## config.mk

```make
export PLATFORM = sky130hd
export DESIGN_NAME = dsp_cfg_rx_flat
export DESIGN_NICKNAME = d
export VERILOG_FILES = /design/src/rtl/dsp_cfg_rx_if.sv /design/src/rtl/dsp_cfg_rx.sv /design/src/flat_wrapper.sv
export SDC_FILE = /design/constraint.sdc
export NUM_CORES = 1
export LEC_CHECK = 0
export BUFFER_PORTS_ARGS = -buffer_cell sky130_fd_sc_hd__buf_2
export CORE_MARGIN = 3
export CORE_UTILIZATION = 35
export CTS_CLUSTER_DIAMETER = 150
export CTS_CLUSTER_SIZE = 12
export DETAILED_ROUTE_END_ITERATION = 16
export PLACE_DENSITY = 0.58
export SLEW_MARGIN = 20
export SYNTH_ARGS = -nofsm -noshare
export SYNTH_HDL_FRONTEND = slang
export SYNTH_SLANG_ARGS = --single-unit
```

## constraint.sdc

```tcl
create_clock -name clk_i -period 4 [get_ports clk_i]
set_input_delay 0.8 -clock clk_i [delete_from_list [all_inputs] [get_ports clk_i]]
set_output_delay 0.8 -clock clk_i [all_outputs]
set_load 0.02 [all_outputs]
```

## src/rtl/dsp_cfg_rx_if.sv

```systemverilog
// Byte-stream link between the UART and the configuration decoder.
// The master drives received bytes and tx_ready; the slave (decoder) returns the response.
interface dsp_cfg_rx_if;
  logic [7:0] rx_data;
  logic       rx_valid;
  logic [7:0] tx_data;
  logic       tx_valid;
  logic       tx_ready;

  modport master (output rx_data, rx_valid, tx_ready, input tx_data, tx_valid);
  modport slave  (input rx_data, rx_valid, tx_ready, output tx_data, tx_valid);
endinterface

```

## src/rtl/dsp_cfg_rx.sv

```systemverilog
// Frame decoder for the DSP-chain configuration; values are shadowed and committed on data_en_i.
// Define DSP_CFG_READBACK_EN to enable CMD 0x81..0x85 readback of the committed registers.
//
// state  | meaning
// S_IDLE | waiting for 0xA5 sync byte
// S_CMD  | waiting for command byte
// S_VAL  | waiting for value byte
// S_CHK  | waiting for checksum byte, frame evaluated on arrival
// S_RESP | holding ACK/NAK/readback byte until tx_ready
module dsp_cfg_rx #(
  parameter logic [4:0]  N_DEFAULT      = 5'd4,
  parameter logic [4:0]  M_DEFAULT      = 5'd0,
  parameter logic [7:0]  SW_DEFAULT     = 8'h00,
  parameter logic [4:0]  N_MAX          = 5'd16,
  parameter logic [4:0]  M_MAX          = 5'd17,
  parameter logic [23:0] TIMEOUT_CYCLES = 24'd5000000
) (
  input  logic          clk_i,
  input  logic          rst_n_i,
  dsp_cfg_rx_if.slave   bus,
  input  logic          data_en_i,
  output logic [4:0]    n_r_o,
  output logic [4:0]    m_r_o,
  output logic [4:0]    n_l_o,
  output logic [4:0]    m_l_o,
  output logic [7:0]    switches_o,
  output logic          cfg_update_o,
  output logic          frame_err_o
);

  typedef enum logic [2:0] {S_IDLE, S_CMD, S_VAL, S_CHK, S_RESP} state_t;

  state_t      state_q, state_d;
  logic [7:0]  cmd_q, val_q, tx_data_q;
  logic [23:0] tmr_q;
  logic        frame_err_q, cfg_update_q, pending_q;
  logic [4:0]  sh_n_r_q, sh_m_r_q, sh_n_l_q, sh_m_l_q;
  logic [7:0]  sh_sw_q;
  logic [4:0]  n_r_q, m_r_q, n_l_q, m_l_q;
  logic [7:0]  sw_q;

  logic        in_frame, timeout_hit, chk_done, frame_ok, accept, rd_hit;
  logic        n_ok, m_ok, cmd_ok;
  logic [7:0]  rd_val;

  always_ff @(posedge clk_i or negedge rst_n_i) begin
    if (!rst_n_i) state_q <= S_IDLE;
    else          state_q <= state_d;
  end

  always_comb begin
    state_d = state_q;
    case (state_q)
      S_IDLE: if (bus.rx_valid && bus.rx_data == 8'hA5) state_d = S_CMD;
      S_CMD:  if (bus.rx_valid) state_d = S_VAL; else if (timeout_hit) state_d = S_IDLE;
      S_VAL:  if (bus.rx_valid) state_d = S_CHK; else if (timeout_hit) state_d = S_IDLE;
      S_CHK:  if (bus.rx_valid) state_d = S_RESP; else if (timeout_hit) state_d = S_IDLE;
      S_RESP: if (bus.tx_ready) state_d = S_IDLE;
      default: state_d = S_IDLE;
    endcase
  end

  always_comb begin
    bus.tx_valid = (state_q == S_RESP);
    in_frame     = (state_q == S_CMD) || (state_q == S_VAL) || (state_q == S_CHK);
    timeout_hit  = in_frame && !bus.rx_valid && (tmr_q == 24'd0);
    chk_done     = (state_q == S_CHK) && bus.rx_valid;
    n_ok   = (val_q[7:5] == 3'b000) && (val_q[4:0] != 5'd0) && (val_q[4:0] <= N_MAX);
    m_ok   = (val_q[7:5] == 3'b000) && (val_q[4:0] <= M_MAX);
    cmd_ok = 1'b0;
    rd_hit = 1'b0;
    rd_val = 8'h00;
    case (cmd_q)
      8'h01, 8'h03, 8'h06: cmd_ok = n_ok;
      8'h02, 8'h04, 8'h07: cmd_ok = m_ok;
      8'h05:               cmd_ok = 1'b1;
`ifdef DSP_CFG_READBACK_EN
      8'h81: begin cmd_ok = 1'b1; rd_hit = 1'b1; rd_val = {3'b000, n_r_q}; end
      8'h82: begin cmd_ok = 1'b1; rd_hit = 1'b1; rd_val = {3'b000, m_r_q}; end
      8'h83: begin cmd_ok = 1'b1; rd_hit = 1'b1; rd_val = {3'b000, n_l_q}; end
      8'h84: begin cmd_ok = 1'b1; rd_hit = 1'b1; rd_val = {3'b000, m_l_q}; end
      8'h85: begin cmd_ok = 1'b1; rd_hit = 1'b1; rd_val = sw_q; end
`endif
      default: cmd_ok = 1'b0;
    endcase
    frame_ok = (bus.rx_data == (cmd_q ^ val_q)) && cmd_ok;
    accept   = chk_done && frame_ok && !rd_hit;
  end

  // Accept has priority over commit on pending so a same-edge frame waits for the next strobe.
  always_ff @(posedge clk_i or negedge rst_n_i) begin
    if (!rst_n_i) begin
      cmd_q <= 8'h00; val_q <= 8'h00; tx_data_q <= 8'h00; tmr_q <= 24'd0;
      frame_err_q <= 1'b0; cfg_update_q <= 1'b0; pending_q <= 1'b0;
      sh_n_r_q <= N_DEFAULT; sh_m_r_q <= M_DEFAULT; sh_n_l_q <= N_DEFAULT;
      sh_m_l_q <= M_DEFAULT; sh_sw_q <= SW_DEFAULT;
      n_r_q <= N_DEFAULT; m_r_q <= M_DEFAULT; n_l_q <= N_DEFAULT;
      m_l_q <= M_DEFAULT; sw_q <= SW_DEFAULT;
    end else begin
      if (bus.rx_valid)                   tmr_q <= TIMEOUT_CYCLES - 24'd1;
      else if (in_frame && tmr_q != 24'd0) tmr_q <= tmr_q - 24'd1;

      if (state_q == S_CMD && bus.rx_valid) cmd_q <= bus.rx_data;
      if (state_q == S_VAL && bus.rx_valid) val_q <= bus.rx_data;
      if (chk_done) tx_data_q <= frame_ok ? (rd_hit ? rd_val : 8'h06) : 8'h15;

      frame_err_q <= (chk_done && !frame_ok) || timeout_hit ||
                     ((state_q == S_RESP) && bus.rx_valid);

      cfg_update_q <= data_en_i && pending_q;
      if (data_en_i && pending_q) begin
        n_r_q <= sh_n_r_q; m_r_q <= sh_m_r_q; n_l_q <= sh_n_l_q;
        m_l_q <= sh_m_l_q; sw_q <= sh_sw_q;
        pending_q <= 1'b0;
      end

      if (accept) begin
        pending_q <= 1'b1;
        case (cmd_q)
          8'h01: sh_n_r_q <= val_q[4:0];
          8'h02: sh_m_r_q <= val_q[4:0];
          8'h03: sh_n_l_q <= val_q[4:0];
          8'h04: sh_m_l_q <= val_q[4:0];
          8'h05: sh_sw_q  <= val_q;
          8'h06: begin sh_n_r_q <= val_q[4:0]; sh_n_l_q <= val_q[4:0]; end
          8'h07: begin sh_m_r_q <= val_q[4:0]; sh_m_l_q <= val_q[4:0]; end
          default: ;
        endcase
      end
    end
  end

  assign bus.tx_data  = tx_data_q;
  assign n_r_o        = n_r_q;
  assign m_r_o        = m_r_q;
  assign n_l_o        = n_l_q;
  assign m_l_o        = m_l_q;
  assign switches_o   = sw_q;
  assign cfg_update_o = cfg_update_q;
  assign frame_err_o  = frame_err_q;

endmodule

```

## src/flat_wrapper.sv

```systemverilog
// flat-port wrapper written by rule: the top's interface ports become plain ports
module dsp_cfg_rx_flat 
#(
  parameter logic [4:0]  N_DEFAULT      = 5'd4,
  parameter logic [4:0]  M_DEFAULT      = 5'd0,
  parameter logic [7:0]  SW_DEFAULT     = 8'h00,
  parameter logic [4:0]  N_MAX          = 5'd16,
  parameter logic [4:0]  M_MAX          = 5'd17,
  parameter logic [23:0] TIMEOUT_CYCLES = 24'd5000000
)
  (clk_i, rst_n_i, data_en_i, n_r_o, m_r_o, n_l_o, m_l_o, switches_o, cfg_update_o, frame_err_o, bus_rx_data, bus_rx_valid, bus_tx_ready, bus_tx_data, bus_tx_valid);
  dsp_cfg_rx_if bus_i ();
  input  logic clk_i;
  input  logic rst_n_i;
  input  logic data_en_i;
  output logic [4:0] n_r_o;
  output logic [4:0] m_r_o;
  output logic [4:0] n_l_o;
  output logic [4:0] m_l_o;
  output logic [7:0] switches_o;
  output logic cfg_update_o;
  output logic frame_err_o;
  input wire logic [$bits(bus_i.rx_data)-1:0] bus_rx_data;
  input wire logic [$bits(bus_i.rx_valid)-1:0] bus_rx_valid;
  input wire logic [$bits(bus_i.tx_ready)-1:0] bus_tx_ready;
  output wire logic [$bits(bus_i.tx_data)-1:0] bus_tx_data;
  output wire logic [$bits(bus_i.tx_valid)-1:0] bus_tx_valid;
  assign bus_i.rx_data = bus_rx_data;
  assign bus_i.rx_valid = bus_rx_valid;
  assign bus_i.tx_ready = bus_tx_ready;
  assign bus_tx_data = bus_i.tx_data;
  assign bus_tx_valid = bus_i.tx_valid;
  dsp_cfg_rx #(.N_DEFAULT(N_DEFAULT), .M_DEFAULT(M_DEFAULT), .SW_DEFAULT(SW_DEFAULT), .N_MAX(N_MAX), .M_MAX(M_MAX), .TIMEOUT_CYCLES(TIMEOUT_CYCLES)) u_core (.clk_i(clk_i), .rst_n_i(rst_n_i), .bus(bus_i), .data_en_i(data_en_i), .n_r_o(n_r_o), .m_r_o(m_r_o), .n_l_o(n_l_o), .m_l_o(m_l_o), .switches_o(switches_o), .cfg_update_o(cfg_update_o), .frame_err_o(frame_err_o));
endmodule
```

==> impl_results.md, run 1 <==
- Status: finished, final reports clean
- Final setup fails: 0
- # H-tree levels: 3
- Share of cells above drive strength 1: 32.1%
- Initial antenna violation count: 0
- Chip Width: 123 um
- Pre-antenna DRT Iters: 4
- Synth cell types: 52
- DP Area: 0.00522 mm2
- Worst Min Path Start: u_core.bus.tx_data[2]
- CTS Buf Count: 9
- Crit Path Class: register to register
- Gp weighted congestion: 0.830
- Post-synth EDFFs: 0
- Layout overhead on the synthesized area: 14.9%
- Clk slew on worst S/H paths: 70 ps
- Clk buf depth: 2
- Worst hold slack: 465 ps
- RSZ-0062 raised after global routing: no
- Total global routing track utilization: 13.3%
- Worst Setup End Kind: register
- Placed Cells incl. Taps: 590
- Slew margin rel.: 36.4%
- Largest net degree at the start of global routing: 106
- Buffers & Inverters on Critical Path: 0
- Vias in the first global route: 2966
- Largest delay share family, worst path: simple AND/OR/NAND/NOR gates
- Sum Neg Setup Slack: 0 ps
- Clock Sinks: 105
- Reg2reg end: u_core.sh_m_l_q[2]
- Worst skew pair latency: 340 ps
- DRT Wirelength: 9420 um
- Post-Synthesis Mean Instance Area: 12.7 um2
- DRC Markers: 0
- Max-cap violations: 0
- Yosys warning count: 0
- Cell Area, Synth: 0.00480 mm2
- Hold Fails Final Rpt: 0
- CTS tree: done
- Top cell type's share of synthesized area: 52.6%
- Hold Path Sink: u_core.bus.tx_data[2]
- Core Footprint: 0.0133 mm2
- Post-CTS Setup Bufs: 0
- Vias: 2993
- Final Cycle Share: 71.2%
- LEAKAGE: 0.00255 uW
- Post-DP HPWL: 6490 um
- WP data required: 4230 ps
- Synth area leaders: dfrtp_1 53%, mux2_2 13%, xnor2_1 4.0%
- # hold bufs at CTS: 0
- Placement Rows: 42
- # IOs: 52
- Fin nets: 440
- Iteration-0 DRC Markers: 160
- Post-synth top flop: dfrtp_1
- Die Y: 123 um
- GR Overflow Total: 0
- Inserted Diodes: 0
- CP startpoint kind: register
- Hold/Removal Path Class: register to register
- DRT antenna net count: 0
- Fin. max-slew vios: 0
- Commonest non-fill, non-tap cell in the layout: dfrtp_1
- Yosys top cell by area: dfrtp_1
- Crit-path cells: or3_1, a2111oi_4, nand2b_1, a32oi_4, nor4_4, mux2_1
- CP Max Fanout: 8
- Seq/Total Area, Yosys: 54.8%
- Flop-to-flop setup slack: 1150 ps
- Crit-path max cell delay: 530 ps
- First-pass GRT wire length: 15700 um
- Post-CTS Resized: 0
- Worst path slowest cell: dfrtp_1
- Async SR Flop Fraction: 100%
- Vias per std cell: 4.94
- WL per Instance: 15.5 um
- Worst Skew: 4.17 ps
- Highest Clock Rate: 351 MHz
- CTS Root Cell: clkbuf_16
- Most frequent cells in the layout: 101 x dfrtp_1, 56 x mux2_2, 46 x buf_2
- Worst path depth: 6
- Worst-margin pin slew: 946 ps
- Hold Crit Depth: 1
- Arrival time at the worst endpoint: 3080 ps
- VDD IR max: 0.287 mV
- Die Footprint: 0.0152 mm2
- FF-to-FF Start: u_core.val_q[1]
- Tmin final: 2850 ps
- FF+latch count, synth: 105
- Port Buffers: 47
- Non-Filler Instances: 606
- Reg2Reg Depth: 6
- Initial core utilization: 36.0%
- Synth Instances: 379
- Post-route cell area: 0.00552 mm2
- Pwr dens: 531 mW/mm2
## layer usage
metal | wire (um) | global-route usage, %
met5 | 0 | 0
met4 | 257 | 6.78
met3 | 336 | 2.56
met2 | 4040 | 18.4
met1 | 4790 | 19.8
## worst max path at each step
stage	endpoint	start	slack [ps]
floorplan	u_core.sh_sw_q[0]	bus_rx_data[6]	1290
global placement	u_core.sh_sw_q[3]	bus_rx_data[6]	990
detailed placement	u_core.sh_sw_q[6]	bus_rx_data[7]	950
CTS	u_core.sh_m_l_q[2]	u_core.val_q[1]	1130
global route	u_core.sh_m_r_q[0]	u_core.val_q[1]	1000
finish	u_core.sh_m_l_q[2]	u_core.val_q[1]	1150
## flip-flops by register name, indices dropped and copies added, names as in the netlist, 8 cells and up
signal,count
u_core.sh_sw_q,8
u_core.val_q,8
u_core.cmd_q,8
u_core.switches_o,8
u_core.tmr_q,24
## final cells by class
type	instances	area, um2
well taps	176	220
fillers	1291	7830
flip-flops and latches	105	2630
multi-input cells	251	2060
repair buffers	49	265
inverters	9	33.8
clock buffers	11	243
clock inverters	5	61.3
## cell families after synthesis
group           after synthesis  synth area share [%]
xor+xnor                     32                  5.84
fa+ha+maj                     2                 0.521
simple gates                110                  14.4
mux                          72                  16.9
buf+inv                      26                  2.50
compound gates               31                  5.03
flops                       105                  54.8
other cells                   1                0.0781
## through the flow
step           total power, uW  utilization, %  setup slack (ps)
2_1_floorplan             1850               -              1290
3_3_place_gp              2030            39.1               988
3_5_place_dp              2050            39.1               948
4_1_cts                   2970            41.3              1130
5_1_grt                   3100            41.3               995
6_report                  2930            41.3              1150
## cells in the mapped netlist (2+ instances only)
master    number
mux2_2        56
xor2_1        10
nor2_1        20
mux2_1        15
xnor2_1       22
nor3_1        13
nor4_4         3
and3_1         2
or4_1          3
nand4_1        4
dfrtp_1      101
clkbuf_1       8
a21oi_1        5
nor4_1         6
o21ai_0        9
ha_1           2
or4_4          2
or2_2          2
or4b_1         2
inv_1          9
buf_2          3
o31ai_1        3
nor4bb_1       2
dfstp_2        4
or3_1          8
a31oi_1        3
nand2_1       21
buf_4          5
a32o_1         2
nand2b_1       7
nand3_1        6
## where the power goes
part / internal, uW / switching (uW)
registers: 1170 / 228
logic: 290 / 331
clock network: 509 / 395
total: 1970 / 955
No activity file was read; power rests on OpenSTA's default activity.
==> run 2: changes to the inputs <==
Settings changed: PLACE_DENSITY 0.58 to 0.6.
Clock period 4 ns to 2.5 ns, I/O delays scaled along.
==> run 2 against run 1 <==
Final cell count up 6.3%. Utilization up 2.6 points. Register-to-register slack worse by 1100 ps. Total power up 68%. Die area did not move. Clock-buffer cell count increased by 1. Highest routed layer unchanged. Setup slack got worse by 1100 ps. Global-route usage up 0.24 points. Combinational power increased by 130%. Cell area up 6.3%.
==> impl_results.md, run 2 (synthesis gave the netlist of run 1 again) <==
- Max-cap violations: 0 (unchanged)
- Largest net degree at the start of global routing: 67 (-37%)
- Placed Cells incl. Taps: 624 (+5.8%)
- Buffers & Inverters on Critical Path: 1 (+1)
- Port Buffers: 47 (unchanged)
- Core Footprint: 0.0133 mm2 (unchanged)
- # IOs: 52 (unchanged)
- Top reg by flops: u_core.tmr_q
- CP startpoint kind: register
- Hold Crit Depth: 2 (+1)
- CP Max Fanout: 5 (-3)
- DRC Markers: 0 (unchanged)
- Inserted Diodes: 0 (unchanged)
- Pwr dens: 840 mW/mm2 (+58%)
- RSZ-0062 raised after global routing: yes
- Comb pwr share: 29.6% (+8.4 points)
- Clock share of power: 27.4% (-3.5 points)
- Non-Filler Instances: 644 (+6.3%)
- Vias: 3193 (+6.7%)
- Chip Width: 123 um (unchanged)
- Clk slew on worst S/H paths: 70 ps (about the same)
- Iteration-0 DRC Markers: 152 (-5.0%)
- Placement Rows: 42 (unchanged)
- Fin nets: 478 (+8.6%)
- VDD IR max: 0.476 mV (+66%)
- Worst Min Path Start: data_en_i
- Crit-path max cell delay: 470 ps (-60 ps)
- Crit Path Class: register to register
- Vias in the first global route: 3184 (+7.3%)
- Pre-antenna DRT Iters: 4 (unchanged)
- Commonest non-fill, non-tap cell in the layout: dfrtp_1
- Die Footprint: 0.0152 mm2 (unchanged)
- CTS tree: done
- WL per Instance: 15.4 um (-0.66%)
- Final Cycle Share: 99.4% (+28 points)
- Place WS: -152 ps (-1100 ps)
- Worst Skew: 8.53 ps (+4.36 ps)
- Number of flip-flops in the largest register: 24 (unchanged)
- Final Total Pwr: 4930 uW (+68%)
- Hold Fails Final Rpt: 0 (unchanged)
- Crit-path cells: or3_4, or4b_1, a32o_2, a32o_2, nand3_2, buf_6, mux2_4
- Share of cells above drive strength 1: 38.7% (+6.6 points)
- NetSw: 1600 uW (+68%)
- Tmin final: 2480 ps (-363 ps)
- Reg2reg end: u_core.sh_n_r_q[3]
- Initial antenna violation count: 0 (unchanged)
- Final WS setup: 15.6 ps (-1140 ps)
- DRT Wirelength: 9950 um (+5.6%)
- GR Overflow Total: 0 (unchanged)
- Hold/Removal Path Class: input pin to register
- Total global routing track utilization: 13.6% (+0.24 points)
- Switching Share: 32.6% (-0.050 points)
- Arrival time at the worst endpoint: 2710 ps (-370 ps)
- DRT antenna net count: 0 (unchanged)
- Hold Path Sink: u_core.pending_q
- Flop-to-flop setup slack: 20 ps (-1140 ps)
- Most frequent cells in the layout: 101 x dfrtp_1, 50 x mux2_2, 46 x buf_2
- WP data required: 2720 ps (-1510 ps)
- Post-DP HPWL: 7100 um (+9.3%)
- Slew margin rel.: 65.3% (+29 points)
- # H-tree levels: 3 (unchanged)
- Die Y: 123 um (unchanged)
- Finished Core Util: 44.0% (+2.6 points)
- Clk buf depth: 2 (unchanged)
- First-pass GRT wire length: 16100 um (+2.6%)
- Gp weighted congestion: 0.813 (-2.1%)
- Worst path slowest cell: or4b_1
- Reg2Reg Depth: 7 (+1)
- P_int: 3320 uW (+68%)
- Clock Sinks: 105 (unchanged)
- Worst-margin pin slew: 518 ps (-428 ps)
- Highest Clock Rate: 403 MHz (+15%)
- Crit-path most repeated cell: a32o_2
- Fin. max-slew vios: 0 (unchanged)
- LEAKAGE: 0.00277 uW (+8.5%)
- Largest delay share family, worst path: simple AND/OR/NAND/NOR gates
- FF-to-FF Start: u_core.val_q[1]
- Worst skew pair latency: 340 ps (about the same)
- CTS Root Cell: clkbuf_16
- Post-route cell area: 0.00587 mm2 (+6.3%)
- Seq pwr share: 43.0% (-4.9 points)
- Layout overhead on the synthesized area: 22.2%
- DP Area: 0.00547 mm2 (+4.8%)
- Worst Setup End Kind: register
- Final setup fails: 0 (unchanged)
- CTS Buf Count: 9 (unchanged)
- Status: finished, final reports clean
- Initial core utilization: 36.0% (unchanged)
- Vias per std cell: 4.96 (+0.39%)
==> run 2: how the worst max path moves through the flow <==
stage	startpoint	end	slack (ps)	cells past startpoint
finish	u_core.val_q[1]	u_core.sh_n_r_q[3]	20	7
global route	u_core.val_q[1]	u_core.sh_m_l_q[1]	-90	7
CTS	u_core.val_q[3]	u_core.sh_m_l_q[3]	8	7
detailed placement	bus_rx_data[7]	u_core.sh_sw_q[4]	-150	8
global placement	bus_rx_data[7]	u_core.sh_sw_q[6]	-100	8
floorplan	u_core.tmr_q[6]	u_core.tmr_q[22]	20	8
==> run 2: routing by layer <==
| metal | up-vias | global-route usage, % | wire length (um) |
|---|---|---|---|
| met3 | 12 | 2.24 | 265 |
| met4 | 0 | 5.12 | 160 |
| li1 | 1519 | - | - |
| met2 | 42 | 20.7 | 4680 |
| met5 | - | 0 | 0 |
| met1 | 1620 | 19.4 | 4840 |
==> run 2: power groups by stage <==
stage | logic, uW | clock network [uW] | registers (uW)
after global routing | 1580 | 1470 | 2150
after CTS | 1390 | 1410 | 2110
after detailed placement | 1370 | 0 | 2140
after global placement | 1340 | 0 | 2130
final | 1460 | 1350 | 2120
after floorplan | 868 | 0 | 2090
==> run 2: area by class of cell <==
type	count	area (um2)
clock inverter	4	33.8
timing repair buffer	87	561
inverter	9	33.8
fill	1232	7480
tap	176	220
clock buffer	12	256
sequential	105	2630
multi-input combinational	251	2130
==> run 2: repair_timing <==
item | CTS | global route
hold buffers | 1 | 0
pin swaps | 4 | 9
buffers inserted | 1 | 5
endpoints found under the hold margin | 5 | 0
resized for setup | 3 | 14
endpoints found under the setup margin | 27 | 28
==> run 2: metrics by stage <==
step | setup TNS, ps | hold slack [ps]
after detailed placement | -2420 | 323
after global routing | -834 | 374
after global placement | -1430 | 320
after floorplan | 0 | 204
after CTS | 0 | 367
final | 0 | 380
